<file path="config.mk">
export PLATFORM = sky130hd
export DESIGN_NAME = bullet_engine
export DESIGN_NICKNAME = d
export VERILOG_FILES = /design/src/rtl/bullet_engine.sv
export SDC_FILE = /design/constraint.sdc
export NUM_CORES = 1
export LEC_CHECK = 0
export ABC_AREA = 1
export BUFFER_PORTS_ARGS = -buffer_cell sky130_fd_sc_hd__buf_2
export CORE_UTILIZATION = 66
export DETAILED_ROUTE_END_ITERATION = 7
export PLACE_DENSITY_LB_ADDON = 0.05
export SYNTH_ARGS = -nofsm -noshare
export SYNTH_HDL_FRONTEND = slang
export SYNTH_SLANG_ARGS = --single-unit
</file>
<file path="constraint.sdc">
create_clock -name clk -period 7.2 [get_ports clk]
set_input_delay 0.72 -clock clk [delete_from_list [all_inputs] [get_ports clk]]
set_output_delay 0.72 -clock clk [all_outputs]
set_load 0.005 [all_outputs]
</file>
<file path="src/rtl/bullet_engine.sv">
// Bullet engine: spawns, moves and retires one bullet at a time per wave,
// detects heart collisions and emits one-clock damage/heal pulses.
module bullet_engine #(
    parameter int          NUM_BULLETS = 8,
    parameter int          SPEED       = 2,
    parameter int          GAP_FRAMES  = 30,
    parameter logic [15:0] SEED        = 16'hACE1,
    parameter int          AREA_MAX    = 200,
    parameter int          HIT_R       = 16,
    parameter int          BLUE_R      = 58
) (
    input  logic        clk,
    input  logic        reset,
    input  logic        frame_tick,
    input  logic        start,
    input  logic [15:0] playerPos,
    output logic [15:0] bulletPos,
    output logic [1:0]  bulletColor,
    output logic        isRender,
    output logic        hit_damage,
    output logic        hit_heal,
    output logic        busy,
    output logic        wave_done
);

    localparam logic [7:0] AMAX     = 8'(AREA_MAX);
    localparam logic [7:0] SPD      = 8'(SPEED);
    localparam logic [8:0] R_HIT    = 9'(HIT_R);
    localparam logic [8:0] R_BLUE   = 9'(BLUE_R);
    localparam logic [7:0] NB       = 8'(NUM_BULLETS);
    localparam int         GW       = $clog2(GAP_FRAMES + 1);
    localparam logic [GW-1:0] GAP_LAST = GW'(GAP_FRAMES - 1);

    typedef enum logic [2:0] {IDLE, SPAWN, MOVE, GAP, DONE} state_t;

    state_t         state;
    logic [15:0]    lfsr;
    logic [7:0]     bullet_cnt;
    logic [GW-1:0]  gap_cnt;
    logic [15:0]    player_prev;
    logic [1:0]     dir;

    logic [7:0]        offset;
    logic [15:0]       lfsr_next;
    logic signed [8:0] dx;
    logic signed [8:0] dy;
    logic [8:0]        adx;
    logic [8:0]        ady;
    logic [8:0]        radius;
    logic              collide;
    logic              moved;
    logic [7:0]        axis_pos;
    logic [7:0]        stepped;
    logic              exit_area;
    logic              ev_damage;
    logic              ev_heal;

    always_comb begin
        offset    = (lfsr[7:0] > AMAX) ? lfsr[7:0] - 8'd56 : lfsr[7:0];
        lfsr_next = {1'b0, lfsr[15:1]} ^ (lfsr[0] ? 16'hB400 : 16'h0000);
        dx        = $signed({1'b0, bulletPos[15:8]}) - $signed({1'b0, playerPos[15:8]});
        dy        = $signed({1'b0, bulletPos[7:0]}) - $signed({1'b0, playerPos[7:0]});
        adx       = dx[8] ? $unsigned(-dx) : $unsigned(dx);
        ady       = dy[8] ? $unsigned(-dy) : $unsigned(dy);
        radius    = (bulletColor == 2'd2) ? R_BLUE : R_HIT;
        collide   = (adx <= radius) && (ady <= radius);
        moved     = (playerPos != player_prev);
        // dir[1] selects the y axis, dir[0] selects the negative direction
        axis_pos  = dir[1] ? bulletPos[7:0] : bulletPos[15:8];
        stepped   = dir[0] ? axis_pos - SPD : axis_pos + SPD;
        exit_area = dir[0] ? (axis_pos < SPD)
                           : (({1'b0, axis_pos} + {1'b0, SPD}) > {1'b0, AMAX});
        ev_damage = collide && ((bulletColor == 2'd0) || ((bulletColor == 2'd2) && moved));
        ev_heal   = collide && (bulletColor == 2'd1);
    end

    always_ff @(posedge clk) begin
        if (reset) begin
            state       <= IDLE;
            lfsr        <= SEED;
            bullet_cnt  <= 8'd0;
            gap_cnt     <= '0;
            player_prev <= 16'd0;
            dir         <= 2'd0;
            bulletPos   <= 16'd0;
            bulletColor <= 2'd0;
            isRender    <= 1'b0;
            hit_damage  <= 1'b0;
            hit_heal    <= 1'b0;
            busy        <= 1'b0;
            wave_done   <= 1'b0;
        end else begin
            hit_damage <= 1'b0;
            hit_heal   <= 1'b0;
            if (frame_tick) begin
                player_prev <= playerPos;
            end
            case (state)
                IDLE, DONE: begin
                    if (start) begin
                        state      <= SPAWN;
                        wave_done  <= 1'b0;
                        bullet_cnt <= 8'd0;
                        busy       <= 1'b1;
                    end
                end
                SPAWN: begin
                    dir <= lfsr[11:10];
                    case (lfsr[11:10])
                        2'b00:   bulletPos <= {8'd0, offset};
                        2'b01:   bulletPos <= {AMAX, offset};
                        2'b10:   bulletPos <= {offset, 8'd0};
                        default: bulletPos <= {offset, AMAX};
                    endcase
                    bulletColor <= (lfsr[9:8] == 2'd3) ? 2'd0 : lfsr[9:8];
                    isRender    <= 1'b1;
                    bullet_cnt  <= bullet_cnt + 8'd1;
                    lfsr        <= lfsr_next;
                    state       <= MOVE;
                end
                MOVE: begin
                    if (frame_tick) begin
                        if (ev_damage || ev_heal) begin
                            hit_damage <= ev_damage;
                            hit_heal   <= ev_heal;
                            isRender   <= 1'b0;
                            state      <= GAP;
                        end else if (exit_area) begin
                            isRender <= 1'b0;
                            state    <= GAP;
                        end else if (dir[1]) begin
                            bulletPos[7:0] <= stepped;
                        end else begin
                            bulletPos[15:8] <= stepped;
                        end
                    end
                end
                GAP: begin
                    if (frame_tick) begin
                        if (gap_cnt == GAP_LAST) begin
                            gap_cnt <= '0;
                            if (bullet_cnt < NB) begin
                                state <= SPAWN;
                            end else begin
                                state     <= DONE;
                                busy      <= 1'b0;
                                wave_done <= 1'b1;
                            end
                        end else begin
                            gap_cnt <= gap_cnt + 1'b1;
                        end
                    end
                end
                default: state <= IDLE;
            endcase
        end
    end

endmodule

</file>
==> summary.md, run 1 <==
| Metric | Value |
|---|---|
| Result of the run | `completed` |
| Fraction of layout cells with a size suffix above 1 | `approximately an eighth` |
| Clock root buffer master | `sky130_fd_sc_hd__clkbuf_8` |
| Leakage dissipation | `~2.9 nW` |
| Worst-margin pin slew | `about 1.0 ns` |
| Final global-route overflow total | `0` |
| Worst endpoint data arrival time | `~3.8 ns` |
| YS warnings | `0` |
| Headroom to the max-slew limit | `between 30% and 40%` |
| P_int | `about 1.2 mW` |
| Data required time at the worst endpoint | `about 7.4 ns` |
| Maximum number of pins on one net before global-route repair | `39` |
| Switching component of the power | `approximately 1.3 mW` |
| Power Dens Cells | `434 nW/um2` |
| CP startpoint kind | `flop` |
| Routability congestion estimate | `0.934` |
| DP Worst Slack | `between 3 and 4 ns` |
| Port-buffer cells | `between 40 and 50` |
| Worst-path fanout max | `9` |
| Min-delay worst type | `reg2reg` |
| Detailed-routing iteration count for the pre-antenna-repair pass | `5` |
| Final period demand of the worst path | `~3.6 ns` |
| Number of placement rows | `32` |
| Setup repair bufs after CTS | `0` |
| Count of flip-flops with a built-in enable after synthesis | `0` |
| Share of power burned in registers | `~24%` |
| Summed instance area of the synthesized netlist | `about 5400 um2` |
| Total negative slack for setup checks | `0 ns` |
| Top-Level Pins | `43` |
| Element type at the critical path end | `flop` |
| Post-synth top flop | `sky130_fd_sc_hd__dfxtp_1` |
| Sw Ratio | `52.3%` |
| Worst clock skew on the final layout | `between 0.009 and 0.01 ns` |
| Synthesized net count | `between 800 and 900` |
| Number of clock buffers inserted by TritonCTS | `9` |
| Layout net count | `around 910` |
| Top library cells by usage in the layout, fill and taps aside | `sky130_fd_sc_hd__nand2_1 (187), sky130_fd_sc_hd__inv_1 (100), sky130_fd_sc_hd__nor2_1 (94)` |
| Kind of critical path | `reg2reg` |
| Number of cell instances on the worst register-to-register path | `26` |
| Number of setup violations in the final report | `0` |
| Endpoint of the lowest-slack register-to-register path | `bulletPos[3]$_SDFFE_PP0P_` |
| Number of hold-slack violations in the final timing report | `0` |
| Maximum vdd drop | `251 uV` |
| H-Tree Level Count | `3` |
| Per-cell via count in the routed design | `approximately 5.7` |
| Layout area overhead | `7.85%` |
| Area after DPL | `5580 um2` |
| Remaining antenna violation count | `0` |
| Internal reg-to-reg setup slack | `about 3.6 ns` |
| Hold Path End | `lfsr[8]$_SDFFE_PP0P_` |
| Launch point of the worst hold path | `lfsr[8]$_SDFFE_PP0P_` |
| Part of the power in the clock network | `a little over an eighth` |
| Number of clock sinks | `slightly above 70` |
| Flop and latch count out of synthesis | `72` |
| Floorplan die height | `slightly above 90 um` |
| Hold_buf cts | `0` |
| Layout Cell Area excl Fill | `5770 um2` |
| Post-cts resize count | `0` |
| Unrepaired setup endpoints after global routing | `false` |
| DRT iter0 DRCs | `between 300 and 400` |
| Syn avg cell area | `between 6 and 7 um2` |
| Combinational group share of total power | `a little over three fifths` |
| Antenna violations before repair | `0` |
| Final routed wire length divided by cell count | `between 10 and 15 um` |
| Max-cap violations | `0` |
| Placed wire-length estimate | `about 10000 um` |
| F_max | `around 0.28 GHz` |
| Filler-free cell count of the finished design | `just under 1k` |
| Count of unresolved DRC violations after routing | `0` |
| Pins Over Slew Limit | `0` |
| Global-route total usage across every layer | `between 30% and 40%` |
| Detailed Route WL | `~14000 um` |
| Number of instances in the synthesized netlist | `823` |
| Asr flop ratio synth | `0%` |
| Clock tree from TritonCTS | `built` |
| Placed insts | `around 950` |
| Starting density of the core | `68.9%` |
| Smallest setup slack after layout | `3.62 ns` |
| Number of unique standard cell types used by synthesis | `55` |
| Number of vias in the routed layout | `approximately 5.5k` |
| Core area | `7770 um2` |
| Most common library cell in the layout ignoring fill and taps | `sky130_fd_sc_hd__nand2_1` |
| Sequential cell area fraction in the yosys report | `between 20% and 30%` |
| Max Buffers Root-to-Sink | `2` |
| Overall die width | `92.1 um` |
| Inserted Diodes | `0` |
| Startpoint of the worst-slack reg-to-reg timing path | `bulletPos[8]$_SDFFE_PP0P_` |
| Insertion delay to the later sink of the worst-skew pair | `about 0.36 ns` |
| Global-route wire length before repair | `approximately 23000 um` |
| Via count of the first global-routing pass | `about 5.3k` |
| Hold Crit Depth | `2` |
| Clock-pin slew reported for the worst setup and hold paths after clock tree synthesis | `approximately 0.080 ns` |
| Die ar. | `8480 um2` |
| Final worst path period share | `roughly 50%` |
## per-stage QoR
stage	power [mW]	hold slack [ns]	util, %
final	2.51	0.462	74.3
after global routing	2.74	0.489	74.3
after CTS	2.48	0.466	74.3
after detailed placement	2.14	0.454	71.8
after global placement	2.08	0.447	71.8
after floorplan	1.81	0.441	-
## synth_stat cells, types with 2 or more instances
cell | n | share of area (%)
sky130_fd_sc_hd__a211oi_1 | 3 | 0.42
sky130_fd_sc_hd__a21oi_1 | 60 | 5.6
sky130_fd_sc_hd__a21oi_2 | 8 | 1.3
sky130_fd_sc_hd__a221oi_1 | 2 | 0.33
sky130_fd_sc_hd__a22oi_1 | 3 | 0.42
sky130_fd_sc_hd__and3_1 | 3 | 0.35
sky130_fd_sc_hd__buf_4 | 2 | 0.28
sky130_fd_sc_hd__buf_6 | 2 | 0.42
sky130_fd_sc_hd__buf_8 | 2 | 0.56
sky130_fd_sc_hd__clkbuf_1 | 13 | 0.91
sky130_fd_sc_hd__clkinv_1 | 3 | 0.21
sky130_fd_sc_hd__dfxtp_1 | 72 | 27
sky130_fd_sc_hd__fa_1 | 2 | 0.75
sky130_fd_sc_hd__ha_1 | 30 | 7.0
sky130_fd_sc_hd__inv_1 | 100 | 7.0
sky130_fd_sc_hd__inv_2 | 9 | 0.63
sky130_fd_sc_hd__nand2_1 | 187 | 13
sky130_fd_sc_hd__nand2_2 | 6 | 0.70
sky130_fd_sc_hd__nand2_4 | 4 | 0.84
sky130_fd_sc_hd__nand3_1 | 65 | 6.1
sky130_fd_sc_hd__nand3_2 | 3 | 0.56
sky130_fd_sc_hd__nand3b_1 | 4 | 0.56
sky130_fd_sc_hd__nand4_1 | 3 | 0.35
sky130_fd_sc_hd__nand4_2 | 2 | 0.47
sky130_fd_sc_hd__nor2_1 | 94 | 6.6
sky130_fd_sc_hd__nor2_2 | 3 | 0.35
sky130_fd_sc_hd__nor3_1 | 7 | 0.65
sky130_fd_sc_hd__o211ai_1 | 7 | 0.98
sky130_fd_sc_hd__o21ai_0 | 68 | 6.4
sky130_fd_sc_hd__o21ai_2 | 3 | 0.49
sky130_fd_sc_hd__o22ai_1 | 3 | 0.35
sky130_fd_sc_hd__o311ai_0 | 2 | 0.33
sky130_fd_sc_hd__or2_0 | 2 | 0.23
sky130_fd_sc_hd__or2_1 | 2 | 0.23
sky130_fd_sc_hd__or2_2 | 2 | 0.23
sky130_fd_sc_hd__xnor2_1 | 8 | 1.3
sky130_fd_sc_hd__xor2_1 | 16 | 2.6
## routing by layer
metal / GRT usage [%] / share of wire, % / wire length (um) / vias to the layer above
met2: 61.4 / 49 / 6650 / 167
met4: 12.8 / 2.8 / 381 / 0
li1: - / - / - / 2770
met1: 40.5 / 43 / 5880 / 2511
met3: 5.31 / 5.6 / 769 / 38
met5: 0 / 0 / 0 / -
## power by group through the flow
stage	clock (mW)	combinational (mW)	sequential (mW)
2_1_floorplan	0	1.25	0.569
6_report	0.332	1.56	0.608
3_3_place_gp	0	1.47	0.606
4_1_cts	0.334	1.54	0.604
5_1_grt	0.350	1.78	0.617
3_5_place_dp	0	1.53	0.612
## worst max-delay path, cell delays in order (launching register included)
cell	delay (ns)
sky130_fd_sc_hd__dfxtp_1	0.38
sky130_fd_sc_hd__inv_1	0.10
sky130_fd_sc_hd__ha_1	0.22
sky130_fd_sc_hd__fa_1	0.38
sky130_fd_sc_hd__inv_1	0.06
sky130_fd_sc_hd__nand2_1	0.06
sky130_fd_sc_hd__nand2_1	0.13
sky130_fd_sc_hd__nand2_1	0.08
sky130_fd_sc_hd__nand2_1	0.06
sky130_fd_sc_hd__nand2_1	0.09
sky130_fd_sc_hd__nand2_1	0.07
sky130_fd_sc_hd__nor2_1	0.05
sky130_fd_sc_hd__nor2_1	0.10
sky130_fd_sc_hd__xor2_1	0.16
sky130_fd_sc_hd__inv_1	0.06
sky130_fd_sc_hd__ha_1	0.27
sky130_fd_sc_hd__nand2_1	0.05
sky130_fd_sc_hd__nor2_1	0.11
sky130_fd_sc_hd__nand3_1	0.09
sky130_fd_sc_hd__nand2_1	0.15
sky130_fd_sc_hd__nand4_2	0.16
sky130_fd_sc_hd__nand2_1	0.10
sky130_fd_sc_hd__nand2_1	0.08
sky130_fd_sc_hd__nand2_4	0.13
sky130_fd_sc_hd__clkinv_2	0.13
sky130_fd_sc_hd__nor2_1	0.12
sky130_fd_sc_hd__nor2_1	0.06
## state kept, by name, indices dropped and copies added, names as in the netlist, 2 cells and up
register / flops
bulletColor: 2
bulletPos: 16
bullet_cnt: 8
gap_cnt: 5
lfsr: 16
player_prev: 16
state: 3
## worst max path at each step
stage | start | end | slack [ns]
floorplan | playerPos[8] | bulletPos[13]$_SDFFE_PP0P_ | 3.82
global placement | playerPos[8] | bulletPos[6]$_SDFFE_PP0P_ | 3.42
detailed placement | playerPos[8] | bulletPos[12]$_SDFFE_PP0P_ | 3.35
CTS | bulletPos[8]$_SDFFE_PP0P_ | bulletPos[3]$_SDFFE_PP0P_ | 3.70
global route | bulletPos[0]$_SDFFE_PP0P_ | bulletPos[3]$_SDFFE_PP0P_ | 3.33
finish | bulletPos[8]$_SDFFE_PP0P_ | bulletPos[3]$_SDFFE_PP0P_ | 3.62
## area by class of cell
class                           instances  area [um2]
Clock buffer                           10         128
Clock inverter                          6        68.8
Fill cell                             663        1990
Inverter                              113         425
Multi-Input combinational cell        618        3370
Sequential cell                        72        1440
Tap cell                              102         128
Timing Repair Buffer                   43         218
## cells by family (layout without fill, tap and decap cells)
| family | after synthesis | count (layout) | share of synthesized area, % |
|---|---|---|---|
| adders and majority gates | 32 | 32 | 7.76 |
| DFF | 72 | 72 | 26.9 |
| xor gates and xnor gates | 24 | 24 | 3.93 |
| and+or+nand+nor | 393 | 393 | 32.8 |
| buffers and inverters | 133 | 172 | 10.2 |
| AOI/OAI and AO/OA | 169 | 169 | 18.4 |
No activity file was read; power rests on OpenSTA's default activity.
==> inputs of run 2 (changes only) <==
Settings changed: CORE_UTILIZATION 66 to 61.
Clock period 7.2 ns to 3.5 ns, I/O delays scaled along.
==> run 2 against run 1 <==
Compared with the run above: total power rose by 120%; clock power up 130%; count of clock-buffer cells in the layout down 1; sequential power grew 99%; setup slack lost 3.4 ns; final cell count is 1.9% higher; wire length up 1.3%; worst hold slack worse by 0.19 ns; maximum frequency grew 8.6%; cell area is 3.9% higher; non-clock buffer count is 13 higher; largest cell class unchanged.
==> summary.md, run 2 (synthesis results as in run 1) <==
| Metric | Value |
|---|---|
| Combinational group share of total power | `63.9% (+1.4 points)` |
| Port-buffer cells | `42 (unchanged)` |
| Routability congestion estimate | `0.934 (unchanged)` |
| Starting density of the core | `64.2% (-4.7 points)` |
| Total negative slack for setup checks | `0 ns (unchanged)` |
| Data required time at the worst endpoint | `3.74 ns (-3.70 ns)` |
| Final global-route overflow total | `0 (unchanged)` |
| Share of power burned in registers | `22.1% (-2.2 points)` |
| Kind of critical path | `reg2reg` |
| Regs by FF count | `bulletPos x16, lfsr x16, player_prev x16` |
| Maximum number of pins on one net before global-route repair | `39 (unchanged)` |
| Element type at the critical path end | `flop` |
| Insertion delay to the later sink of the worst-skew pair | `0.35 ns (about the same)` |
| Inserted Diodes | `0 (unchanged)` |
| P_int | `2.66 mW (+120%)` |
| Layout Cell Area excl Fill | `6000 um2 (+3.9%)` |
| Detailed-routing iteration count for the pre-antenna-repair pass | `5 (unchanged)` |
| Number of clock buffers inserted by TritonCTS | `9 (unchanged)` |
| DRT iter0 DRCs | `286 (-14%)` |
| Clock root buffer master | `sky130_fd_sc_hd__clkbuf_8` |
| Final routed wire length divided by cell count | `14.1 um (-0.61%)` |
| Power Dens Cells | `914 nW/um2 (+110%)` |
| Antenna violations before repair | `0 (unchanged)` |
| Layout area overhead | `12.1%` |
| Number of vias in the routed layout | `5544 (+1.1%)` |
| Area of combinational cells with multiple inputs | `3460 um2 (+2.7%)` |
| Number of clock sinks | `72 (unchanged)` |
| Min-delay worst type | `in2reg` |
| Count of unresolved DRC violations after routing | `0 (unchanged)` |
| Switching component of the power | `2.82 mW (+120%)` |
| Worst-margin pin slew | `0.911 ns (-0.114 ns)` |
| Headroom to the max-slew limit | `39.2% (+7.8 points)` |
| Max Buffers Root-to-Sink | `2 (unchanged)` |
| Worst clock skew on the final layout | `0.0118 ns (+0.00193 ns)` |
| Leakage dissipation | `2.98 nW (+3.4%)` |
| Core area | `8340 um2 (+7.4%)` |
| Floorplan die height | `95.7 um (+3.9%)` |
| Clock-pin slew reported for the worst setup and hold paths after clock tree synthesis | `0.09 ns (about the same)` |
| H-Tree Level Count | `3 (unchanged)` |
| Via count of the first global-routing pass | `4869 (-7.5%)` |
| Worst endpoint data arrival time | `3.54 ns (-0.28 ns)` |
| Per-cell via count in the routed design | `5.65 (-0.80%)` |
| Fraction of layout cells with a size suffix above 1 | `15.8% (+3.6 points)` |
| Maximum vdd drop | `466 uV (+86%)` |
| Remaining antenna violation count | `0 (unchanged)` |
| Pins Over Slew Limit | `0 (unchanged)` |
| Area used by sequential logic in the layout | `1440 um2 (about the same)` |
| Final worst path period share | `94.1% (+44 points)` |
| Die ar. | `9160 um2 (+8.0%)` |
| Top library cells by usage in the layout, fill and taps aside | `sky130_fd_sc_hd__nand2_1 (181), sky130_fd_sc_hd__inv_1 (99), sky130_fd_sc_hd__nor2_1 (89)` |
| Global-route wire length before repair | `21800 um (-5.7%)` |
| Number of hold-slack violations in the final timing report | `0 (unchanged)` |
| CP startpoint kind | `flop` |
| Final period demand of the worst path | `3.30 ns (-0.283 ns)` |
| Sw Ratio | `51.5% (-0.86 points)` |
| Overall die width | `95.7 um (+3.9%)` |
| Top-Level Pins | `43 (unchanged)` |
| Number of placement rows | `33 (+3.1%)` |
| Most common library cell in the layout ignoring fill and taps | `sky130_fd_sc_hd__nand2_1` |
| Clock tree from TritonCTS | `built` |
| Layout net count | `924 (+1.7%)` |
| Part of the power in the clock network | `14.0% (+0.7 points)` |
| Detailed Route WL | `13800 um (+1.3%)` |
| Worst-path fanout max | `8 (-1)` |
| F_max | `0.303 GHz (+8.6%)` |
| Count of fill cells added during filler insertion | `731 (+10%)` |
| Area after DPL | `5670 um2 (+1.7%)` |
| Smallest setup slack after layout | `0.205 ns (-3.42 ns)` |
| Result of the run | `completed` |
| DP Worst Slack | `0.0245 ns (-3.33 ns)` |
| Global-route total usage across every layer | `30.8% (-3.4 points)` |
| Placed wire-length estimate | `10600 um (+1.5%)` |
| Number of setup violations in the final report | `0 (unchanged)` |
| Max-cap violations | `0 (unchanged)` |
[run 2: repair_timing]
action,CTS,global route
resized for setup,1,22
pin swaps,0,8
setup buffers,0,1
hold buffers,0,0
cloned,0,2
setup endpoints to repair,1,17
[run 2: cell type report]
| type | instances | area share, % |
|---|---|---|
| Clock buffer | 9 | 2.06 |
| Clock inverter | 7 | 1.71 |
| Inverter | 113 | 7.11 |
| Multi-Input combinational cell | 620 | 57.6 |
| Sequential cell | 72 | 24.0 |
| Tap cell | 105 | 2.19 |
| Timing Repair Buffer | 56 | 5.26 |
[run 2: metrics by stage]
step / hold slack [ns] / util, % / total power, mW / std cells
after floorplan: 0.441 / - / 3.73 / 823
after CTS: 0.272 / 70.7 / 5.27 / 979
after global routing: 0.273 / 71.9 / 5.98 / 982
final: 0.269 / 71.9 / 5.48 / 982
after global placement: 0.448 / 68.0 / 4.40 / 963
after detailed placement: 0.456 / 68.0 / 4.50 / 963
[run 2: final timing paths]
check | slack (ns) | depth (start not counted) | start | to
worst min-delay path | 0.27 | 3 | playerPos[0] | player_prev[0]$_SDFFE_PP0P_
worst max register to register | 0.20 | 26 | bulletPos[8]$_SDFFE_PP0P_ | bulletPos[6]$_SDFFE_PP0P_
worst max-delay path | 0.20 | 26 | bulletPos[8]$_SDFFE_PP0P_ | bulletPos[6]$_SDFFE_PP0P_
worst min register to register | 0.47 | 2 | lfsr[12]$_SDFFE_PP0P_ | lfsr[12]$_SDFFE_PP0P_
[run 2: routing by layer]
layer / global-route usage, % / wire, um
met5: 0 / 0
met1: 37.5 / 6200
met4: 10.1 / 269
met3: 4.47 / 608
met2: 55.1 / 6770
[run 2: critical path, stage by stage, from the launching register on]
cell and delay, ns:
sky130_fd_sc_hd__dfxtp_2 0.33, sky130_fd_sc_hd__inv_1 0.07, sky130_fd_sc_hd__ha_2 0.19, sky130_fd_sc_hd__fa_2 0.35
sky130_fd_sc_hd__inv_1 0.06, sky130_fd_sc_hd__nand2_1 0.08, sky130_fd_sc_hd__nand2_2 0.11, sky130_fd_sc_hd__nand2_1 0.05
sky130_fd_sc_hd__nand2_1 0.05, sky130_fd_sc_hd__nand2_1 0.08, sky130_fd_sc_hd__nand2_1 0.07, sky130_fd_sc_hd__nor2_1 0.05
sky130_fd_sc_hd__nor2_1 0.16, sky130_fd_sc_hd__xor2_1 0.17, sky130_fd_sc_hd__inv_1 0.06, sky130_fd_sc_hd__ha_1 0.26
sky130_fd_sc_hd__nand2_1 0.06, sky130_fd_sc_hd__nor2_2 0.10, sky130_fd_sc_hd__nand3_1 0.09, sky130_fd_sc_hd__nand2_2 0.14
sky130_fd_sc_hd__nand4_4 0.14, sky130_fd_sc_hd__nand2_2 0.11, sky130_fd_sc_hd__nand2_2 0.08, sky130_fd_sc_hd__nand2_4 0.13
sky130_fd_sc_hd__inv_4 0.06, sky130_fd_sc_hd__nor2_1 0.09, sky130_fd_sc_hd__nor2_1 0.05
[run 2: power by group through the flow]
stage          clock (mW)  combinational (mW)  sequential [mW]
3_3_place_gp            0                3.18             1.22
2_1_floorplan           0                2.56             1.17
4_1_cts             0.767                3.29             1.21
6_report            0.765                3.50             1.21
5_1_grt             0.801                3.94             1.23
3_5_place_dp            0                3.27             1.23
